===== src/rtl/mul_div_unit_if.sv =====
// mul_div_unit_if: request/response bundle between the execute stage and the
// iterative RV32M multiply/divide unit.
//   start  : request, sampled only while the unit is idle
//   op     : RV32M funct3 selecting MUL..REMU
//   rs1    : operand A (register file RD1)
//   rs2    : operand B (register file RD2)
//   flush  : pipeline flush, aborts an operation in progress
//   busy   : unit is working or presenting a result
//   done   : one-cycle pulse, result valid
//   result : last completed result, held until the next done
// The issuing stage uses the master modport, the unit uses the slave modport.
interface mul_div_unit_if #(
  parameter int XLEN = 32
);
  logic            start;
  logic [2:0]      op;
  logic [XLEN-1:0] rs1;
  logic [XLEN-1:0] rs2;
  logic            flush;
  logic            busy;
  logic            done;
  logic [XLEN-1:0] result;

  modport master (
    output start, op, rs1, rs2, flush,
    input  busy, done, result
  );

  modport slave (
    input  start, op, rs1, rs2, flush,
    output busy, done, result
  );
endinterface


===== src/rtl/mul_div_unit.sv =====
// mul_div_unit: iterative RV32M multiply/divide execution unit.
// One-bit-per-cycle shift-add multiplier and restoring divider working on
// operand magnitudes; the sign is reapplied when the result is registered.
// Ports:
//   clk : clock, all state updates on the rising edge
//   res : asynchronous active-high reset
//   bus : mul_div_unit_if slave (start/op/rs1/rs2/flush in, busy/done/result out)
// Timing: a normal operation raises done 33 cycles after the accepting edge;
// division by zero and signed overflow take a fast path with done in the
// cycle right after acceptance.
module mul_div_unit #(
  parameter int XLEN = 32
) (
  input logic           clk,
  input logic           res,
  mul_div_unit_if.slave bus
);

  localparam int CNT_W = $clog2(XLEN);
  localparam logic [CNT_W-1:0] CNT_LAST = CNT_W'(XLEN - 1);

  localparam logic [2:0] OP_MUL    = 3'b000;
  localparam logic [2:0] OP_MULH   = 3'b001;
  localparam logic [2:0] OP_MULHSU = 3'b010;
  localparam logic [2:0] OP_MULHU  = 3'b011;
  localparam logic [2:0] OP_DIV    = 3'b100;
  localparam logic [2:0] OP_DIVU   = 3'b101;
  localparam logic [2:0] OP_REM    = 3'b110;
  localparam logic [2:0] OP_REMU   = 3'b111;

  localparam logic [XLEN-1:0] INT_MIN = {1'b1, {(XLEN-1){1'b0}}};

  typedef enum logic [1:0] {
    IDLE = 2'd0,
    CALC = 2'd1,
    DONE = 2'd2
  } state_t;

  state_t              state_q, state_d;
  logic [2:0]          op_q, op_d;
  logic [2*XLEN-1:0]   acc_q, acc_d;     // mul: {partial product, multiplier}; div: low half = dividend/quotient
  logic [XLEN-1:0]     rem_q, rem_d;     // restored partial remainder
  logic [XLEN-1:0]     b_q, b_d;         // multiplicand or divisor magnitude
  logic [XLEN-1:0]     result_q, result_d;
  logic [CNT_W-1:0]    cnt_q, cnt_d;
  logic                neg_q, neg_d;         // negate product / quotient
  logic                neg_rem_q, neg_rem_d; // negate remainder

  logic signed [XLEN-1:0] rs1_s, rs2_s;
  logic                   a_sgn, b_sgn, a_neg, b_neg;
  logic                   div_zero, div_ovf;

  logic [XLEN:0]       mul_sum;
  logic [2*XLEN-1:0]   mul_next;
  logic [XLEN:0]       div_trial, div_diff;
  logic                div_ge;
  logic [XLEN-1:0]     quo_next, rem_next;

  function automatic logic [XLEN-1:0] mag(input logic signed [XLEN-1:0] x,
                                          input logic is_signed);
    // -INT_MIN wraps back to INT_MIN, which is the correct unsigned magnitude
    if (is_signed && (x < 0)) return -x;
    return x;
  endfunction

  function automatic logic [XLEN-1:0] finalize(input logic [2:0]        op,
                                               input logic [2*XLEN-1:0] acc,
                                               input logic [XLEN-1:0]   rem,
                                               input logic              neg,
                                               input logic              neg_rem);
    logic [2*XLEN-1:0] prod;
    logic [XLEN-1:0]   quo;
    logic [XLEN-1:0]   rmd;
    prod = neg ? -acc : acc;
    quo  = neg ? -acc[XLEN-1:0] : acc[XLEN-1:0];
    rmd  = neg_rem ? -rem : rem;
    case (op)
      OP_MUL:    return prod[XLEN-1:0];
      OP_MULH:   return prod[2*XLEN-1:XLEN];
      OP_MULHSU: return prod[2*XLEN-1:XLEN];
      OP_MULHU:  return prod[2*XLEN-1:XLEN];
      OP_DIV:    return quo;
      OP_DIVU:   return quo;
      OP_REM:    return rmd;
      OP_REMU:   return rmd;
      default:   return rmd;
    endcase
  endfunction

  assign rs1_s = bus.rs1;
  assign rs2_s = bus.rs2;

  // Operand signedness: divides are signed unless funct3[0] is set;
  // MULHSU treats only rs1 as signed.
  always_comb begin
    a_sgn = 1'b0;
    b_sgn = 1'b0;
    if (bus.op[2]) begin
      a_sgn = ~bus.op[0];
      b_sgn = ~bus.op[0];
    end else begin
      a_sgn = (bus.op == OP_MULH) || (bus.op == OP_MULHSU);
      b_sgn = (bus.op == OP_MULH);
    end
  end

  assign a_neg    = a_sgn && (rs1_s < 0);
  assign b_neg    = b_sgn && (rs2_s < 0);
  assign div_zero = (bus.rs2 == '0);
  assign div_ovf  = ~bus.op[0] && (bus.rs1 == INT_MIN) && (bus.rs2 == '1);

  // Multiply step: conditionally add the multiplicand to the upper half,
  // then shift the whole accumulator right, carry included.
  assign mul_sum  = {1'b0, acc_q[2*XLEN-1:XLEN]} + (acc_q[0] ? {1'b0, b_q} : '0);
  assign mul_next = {mul_sum, acc_q[XLEN-1:1]};

  // Restoring divide step: shift in the next dividend bit MSB first and keep
  // the difference only when it did not go negative.
  assign div_trial = {rem_q, acc_q[XLEN-1]};
  assign div_diff  = div_trial - {1'b0, b_q};
  assign div_ge    = ~div_diff[XLEN];
  assign rem_next  = div_ge ? div_diff[XLEN-1:0] : div_trial[XLEN-1:0];
  assign quo_next  = {acc_q[XLEN-2:0], div_ge};

  always_comb begin
    state_d   = state_q;
    op_d      = op_q;
    acc_d     = acc_q;
    rem_d     = rem_q;
    b_d       = b_q;
    cnt_d     = cnt_q;
    neg_d     = neg_q;
    neg_rem_d = neg_rem_q;
    result_d  = result_q;

    case (state_q)
      IDLE: begin
        if (!bus.flush && bus.start) begin
          op_d      = bus.op;
          cnt_d     = '0;
          rem_d     = '0;
          acc_d     = {{XLEN{1'b0}}, mag(rs1_s, a_sgn)};
          b_d       = mag(rs2_s, b_sgn);
          neg_d     = a_neg ^ b_neg;
          neg_rem_d = a_neg;
          state_d   = CALC;
          if (bus.op[2] && div_zero) begin
            acc_d     = {{XLEN{1'b0}}, {XLEN{1'b1}}};
            rem_d     = bus.rs1;
            neg_d     = 1'b0;
            neg_rem_d = 1'b0;
            result_d  = bus.op[1] ? bus.rs1 : {XLEN{1'b1}};
            state_d   = DONE;
          end else if (bus.op[2] && div_ovf) begin
            acc_d     = {{XLEN{1'b0}}, INT_MIN};
            rem_d     = '0;
            neg_d     = 1'b0;
            neg_rem_d = 1'b0;
            result_d  = bus.op[1] ? '0 : INT_MIN;
            state_d   = DONE;
          end
        end
      end

      CALC: begin
        if (op_q[2]) begin
          acc_d = {acc_q[2*XLEN-1:XLEN], quo_next};
          rem_d = rem_next;
        end else begin
          acc_d = mul_next;
        end
        cnt_d = cnt_q + 1'b1;
        if (bus.flush) begin
          state_d = IDLE;
        end else if (cnt_q == CNT_LAST) begin
          // Sign correction is folded into the final iteration so the
          // result register is valid for the whole done cycle.
          result_d = finalize(op_q, acc_d, rem_d, neg_q, neg_rem_q);
          state_d  = DONE;
        end
      end

      DONE: begin
        state_d = IDLE;
      end

      default: begin
        state_d = IDLE;
      end
    endcase
  end

  always_ff @(posedge clk or posedge res) begin
    if (res) begin
      state_q   <= IDLE;
      op_q      <= '0;
      acc_q     <= '0;
      rem_q     <= '0;
      b_q       <= '0;
      cnt_q     <= '0;
      neg_q     <= 1'b0;
      neg_rem_q <= 1'b0;
      result_q  <= '0;
    end else begin
      state_q   <= state_d;
      op_q      <= op_d;
      acc_q     <= acc_d;
      rem_q     <= rem_d;
      b_q       <= b_d;
      cnt_q     <= cnt_d;
      neg_q     <= neg_d;
      neg_rem_q <= neg_rem_d;
      result_q  <= result_d;
    end
  end

  assign bus.busy   = (state_q != IDLE);
  assign bus.done   = (state_q == DONE);
  assign bus.result = result_q;

endmodule


===== src/flat_wrapper.sv =====
// flat-port wrapper written by rule: the top's interface ports become plain ports
module mul_div_unit_flat 
#(
  parameter int XLEN = 32
)
  (clk, res, bus_start, bus_op, bus_rs1, bus_rs2, bus_flush, bus_busy, bus_done, bus_result);
  mul_div_unit_if #(.XLEN(XLEN)) bus_i ();
  input logic clk;
  input logic res;
  input wire logic [$bits(bus_i.start)-1:0] bus_start;
  input wire logic [$bits(bus_i.op)-1:0] bus_op;
  input wire logic [$bits(bus_i.rs1)-1:0] bus_rs1;
  input wire logic [$bits(bus_i.rs2)-1:0] bus_rs2;
  input wire logic [$bits(bus_i.flush)-1:0] bus_flush;
  output wire logic [$bits(bus_i.busy)-1:0] bus_busy;
  output wire logic [$bits(bus_i.done)-1:0] bus_done;
  output wire logic [$bits(bus_i.result)-1:0] bus_result;
  assign bus_i.start = bus_start;
  assign bus_i.op = bus_op;
  assign bus_i.rs1 = bus_rs1;
  assign bus_i.rs2 = bus_rs2;
  assign bus_i.flush = bus_flush;
  assign bus_busy = bus_i.busy;
  assign bus_done = bus_i.done;
  assign bus_result = bus_i.result;
  mul_div_unit #(.XLEN(XLEN)) u_core (.clk(clk), .res(res), .bus(bus_i));
endmodule

===== config.mk =====
export PLATFORM = sky130hd
export DESIGN_NAME = mul_div_unit_flat
export DESIGN_NICKNAME = d
export VERILOG_FILES = /design/src/rtl/mul_div_unit_if.sv /design/src/rtl/mul_div_unit.sv /design/src/flat_wrapper.sv
export SDC_FILE = /design/constraint.sdc
export NUM_CORES = 1
export LEC_CHECK = 0
export BUFFER_PORTS_ARGS = -buffer_cell sky130_fd_sc_hd__buf_2
export CAP_MARGIN = 10
export CELL_PAD_IN_SITES_DETAIL_PLACEMENT = 0
export CELL_PAD_IN_SITES_GLOBAL_PLACEMENT = 2
export CORE_MARGIN = 4
export CORE_UTILIZATION = 33
export CTS_CLUSTER_DIAMETER = 150
export DETAILED_ROUTE_END_ITERATION = 6
export PLACE_DENSITY_LB_ADDON = 0.1
export SLEW_MARGIN = 20
export SYNTH_ARGS = -nofsm -noshare
export SYNTH_HDL_FRONTEND = slang
export SYNTH_SLANG_ARGS = --single-unit
export TNS_END_PERCENT = 1

===== constraint.sdc =====
create_clock -name clk -period 5.95 [get_ports clk]
set_input_delay 1.19 -clock clk [delete_from_list [all_inputs] [get_ports clk]]
set_output_delay 1.19 -clock clk [all_outputs]
set_load 0.01 [all_outputs]

==> impl_metrics.ini <==
[die]
rows = 84
ios = 105
die_h_um = 238.2
core_area_um2 = 52550
dieArea_um2 = 56730
fp.dieW_um = 238.2
initial_core_util = 0.3327

[clocking]
cts_buffers = 17
cts_tree = done
cts_buffer_depth = 2
htreeDepth = 4
insertion_delay_ps = 500
clock_sink_count = 172
cts_hold_buf = 0
path_clk_slew_ps = 80
clockRootBuffer = clkbuf_16

[critical_path]
critPathKind = flip-flop to flip-flop
cp_common_cell = o21ai_0
critPathMaxFanout = 29
critPathSlowestCell = o41ai_1
critPathBufInv = 1
arrival_ps = 6070
start_kind = flip-flop
endpoint_kind = flip-flop
max_stage_delay_ps = 690
crit_chain = buf_4, and2_1, ha_1, o21ai_0, o21ai_0, a21oi_1, o21ai_1, xor2_1, o41ai_2, nand2_1, or3_1, o21ai_0, xnor2_1, nor2_1, o41ai_1, a21oi_1
crit_required_ps = 6320
critPathTopFamily = compound AO/OA/AOI/OAI gates

[place]
gp_congestion = 0.9543
dpl-instance-area_um2 = 18950
io_buffers = 104
place_ws_ps = 113.0
hpwl_um = 66640

[grt]
grtUsageTotal = 0.2993
grt_pass1_vias = 18100
grt_pass1_wl_um = 126100
grt_antenna_before_repair = 3
grt-ovfl-total = 0
grt_start_max_net_pins = 102

[outcome]
status = finished clean

[sta]
setup_viol = 0
fin_ws_ps = 245.3
period_share = 0.9588
slew_viol_final = 0
tightest_slew_ps = 1278
whs_ps = 496.3
max_slew_margin = 0.1387
grt_setup_unrepaired = false
period_needed_ps = 5705
fin_skew_ps = 19.10
fmax_ghz = 0.1753
hold_viol = 0
final.setup.tns_ps = 0

[detailed_routing]
wl_per_cell_um = 27.93
via_per_inst = 6.056
dr.first_iter.drc_count = 1537
drc_errors = 0
vias = 18820
detail_route.first_pass.iterations = 5
wirelength_um = 86770
antenna_left = 0

[yosys]
ys_types = 101
yosys-top-cells-area = dfrtp_1 25%, o21ai_0 6.6%, nand2_1 5.8%
synth_top_area_frac = 0.2462
syn_area_um2 = 17490
synth_flop_cell = dfrtp_1
synth_edf_count = 0
synth_nets = 2501
ys_ff_latch = 172
synth_cells = 2357
seq_area_frac_synth = 0.2462
synthArstFlopShare = 1.000
avgSynthCellArea_um2 = 7.419
synth.largest_area_cell = dfrtp_1
yosysWarningCount = 0

[layout]
antenna_cells = 0
nFillCells = 5634
drive_gt1_frac = 0.1182
syn_to_final_growth_pct = 11.94
postLayoutCoreUtil = 0.3725
fin_nets = 2550
stdcell_area_um2 = 19570

[job]
maxCapViolCount = 0

[power]
power_density_nw_per_um2 = 478.6
leakagePower_uw = 0.008042
peakVddDrop_mv = 0.2614

[worst_hold_path]
hp-class = flip-flop to flip-flop
kinds of logic (layout without fill, tap and decap cells):
family,after synthesis,in the layout,synth area share
AOI/OAI and AO/OA,791,791,0.2907
xor gates and xnor gates,185,185,0.09267
adders and majority gates,73,73,0.05309
buffers and inverters,224,286,0.05102
DFF,172,172,0.2462
muxes,52,52,0.03012
and+or+nand+nor,860,860,0.2363
worst paths after layout:
check | startpoint | end | slack [ps] | cells past startpoint
min in group asynchronous | res | u_core.acc_q[22] | 770 | 2
min | u_core.bus.result[13] | u_core.bus.result[13] | 500 | 2
min reg2reg | u_core.bus.result[13] | u_core.bus.result[13] | 500 | 2
max | u_core.acc_q[0] | u_core.bus.result[21] | 250 | 16
max in group asynchronous | res | u_core.b_q[20] | 4220 | 3
max reg2reg | u_core.acc_q[0] | u_core.bus.result[21] | 250 | 16
flip-flops by register name, summed over array words and instances, names as in the netlist:
register	count
u_core.acc_q	64
u_core.b_q	32
u_core.bus.result	32
u_core.cnt_q	5
u_core.neg_q	1
u_core.neg_rem_q	1
u_core.op_q	3
u_core.rem_q	32
u_core.state_q	2
layout by cell type (no fill, tap or decap), drive strengths merged, types with 22 or more instances in the layout:
| cell type | instances |
|---|---|
| nand2 | 272 |
| o21ai | 242 |
| nor2 | 231 |
| a21oi | 188 |
| buf | 180 |
| dfrtp | 172 |
| xnor2 | 98 |
| xor2 | 87 |
| nand3 | 76 |
| inv | 75 |
| ha | 71 |
| a31oi | 66 |
| a211oi | 49 |
| mux2i | 47 |
| nor3 | 46 |
| and2 | 42 |
| or3 | 35 |
| o211ai | 31 |
| and3 | 28 |
| nand4 | 27 |
| o31ai | 24 |
| a21o | 23 |
| nand2b | 22 |
| nor4 | 22 |
cell usage after synthesis (26+ instances only):
library cell	number
xor2_1	87
clkbuf_1	107
nor2_1	229
nand4_1	26
o211ai_1	30
ha_1	71
xnor2_1	98
inv_1	72
mux2i_1	47
a31oi_1	65
nor3_1	42
or3_1	35
nand3_1	75
nand2_1	272
o21ai_0	230
and3_1	27
a21oi_1	185
dfrtp_1	172
and2_1	41
a211oi_1	46
final cells by class:
| cell class | instances | area, um2 | area share |
|---|---|---|---|
| inverters | 74 | 285.3 | 0.01457 |
| clock inverters | 12 | 162.7 | 0.008310 |
| well taps | 688 | 860.8 | 0.04398 |
| clock buffers | 20 | 456.7 | 0.02333 |
| repair buffers | 180 | 1141 | 0.05830 |
| multi-input cells | 1961 | 12360 | 0.6314 |
| flip-flops and latches | 172 | 4308 | 0.2201 |
worst reg2reg max path: cells and delay by family (launching register included):
family          cells  cell delay [ps]
simple gates        4             1220
buf+inv             1              350
flops               1              440
xor+xnor            2              360
fa+ha+maj           1              230
compound gates      8             2960
report_power, final:
group          total [uW]  internal, uW  switching (uW)  leakage (uW)
sequential           1850          1470             388       0.00219
combinational        6240          2170            4070       0.00556
clock                1280           687             591      0.000297
total                9370          4320            5050       0.00804
metal layers:
layer | track usage | up-vias | routed length, um
met3 | 0.05721 | 121 | 5392
met5 | 0 | - | 13
met4 | 0.1062 | 2 | 3215
li1 | - | 8691 | -
met2 | 0.4655 | 643 | 38560
met1 | 0.4160 | 9359 | 39590
through the flow:
| stage | cells | power (uW) |
|---|---|---|
| after global routing | 3107 | 9944 |
| final | 3107 | 9369 |
| after detailed placement | 3075 | 7968 |
| after CTS | 3107 | 9292 |
| after global placement | 3075 | 8004 |
| after floorplan | 2357 | 5812 |
repair_timing:
item | 4_1_cts | 5_1_grt
gates resized for setup | 0 | 1
endpoints found under the setup margin | 0 | 1
buffers inserted | 0 | 0
endpoints found under the hold margin | 0 | 0
Note: power is estimated with default switching activity, not from simulation.
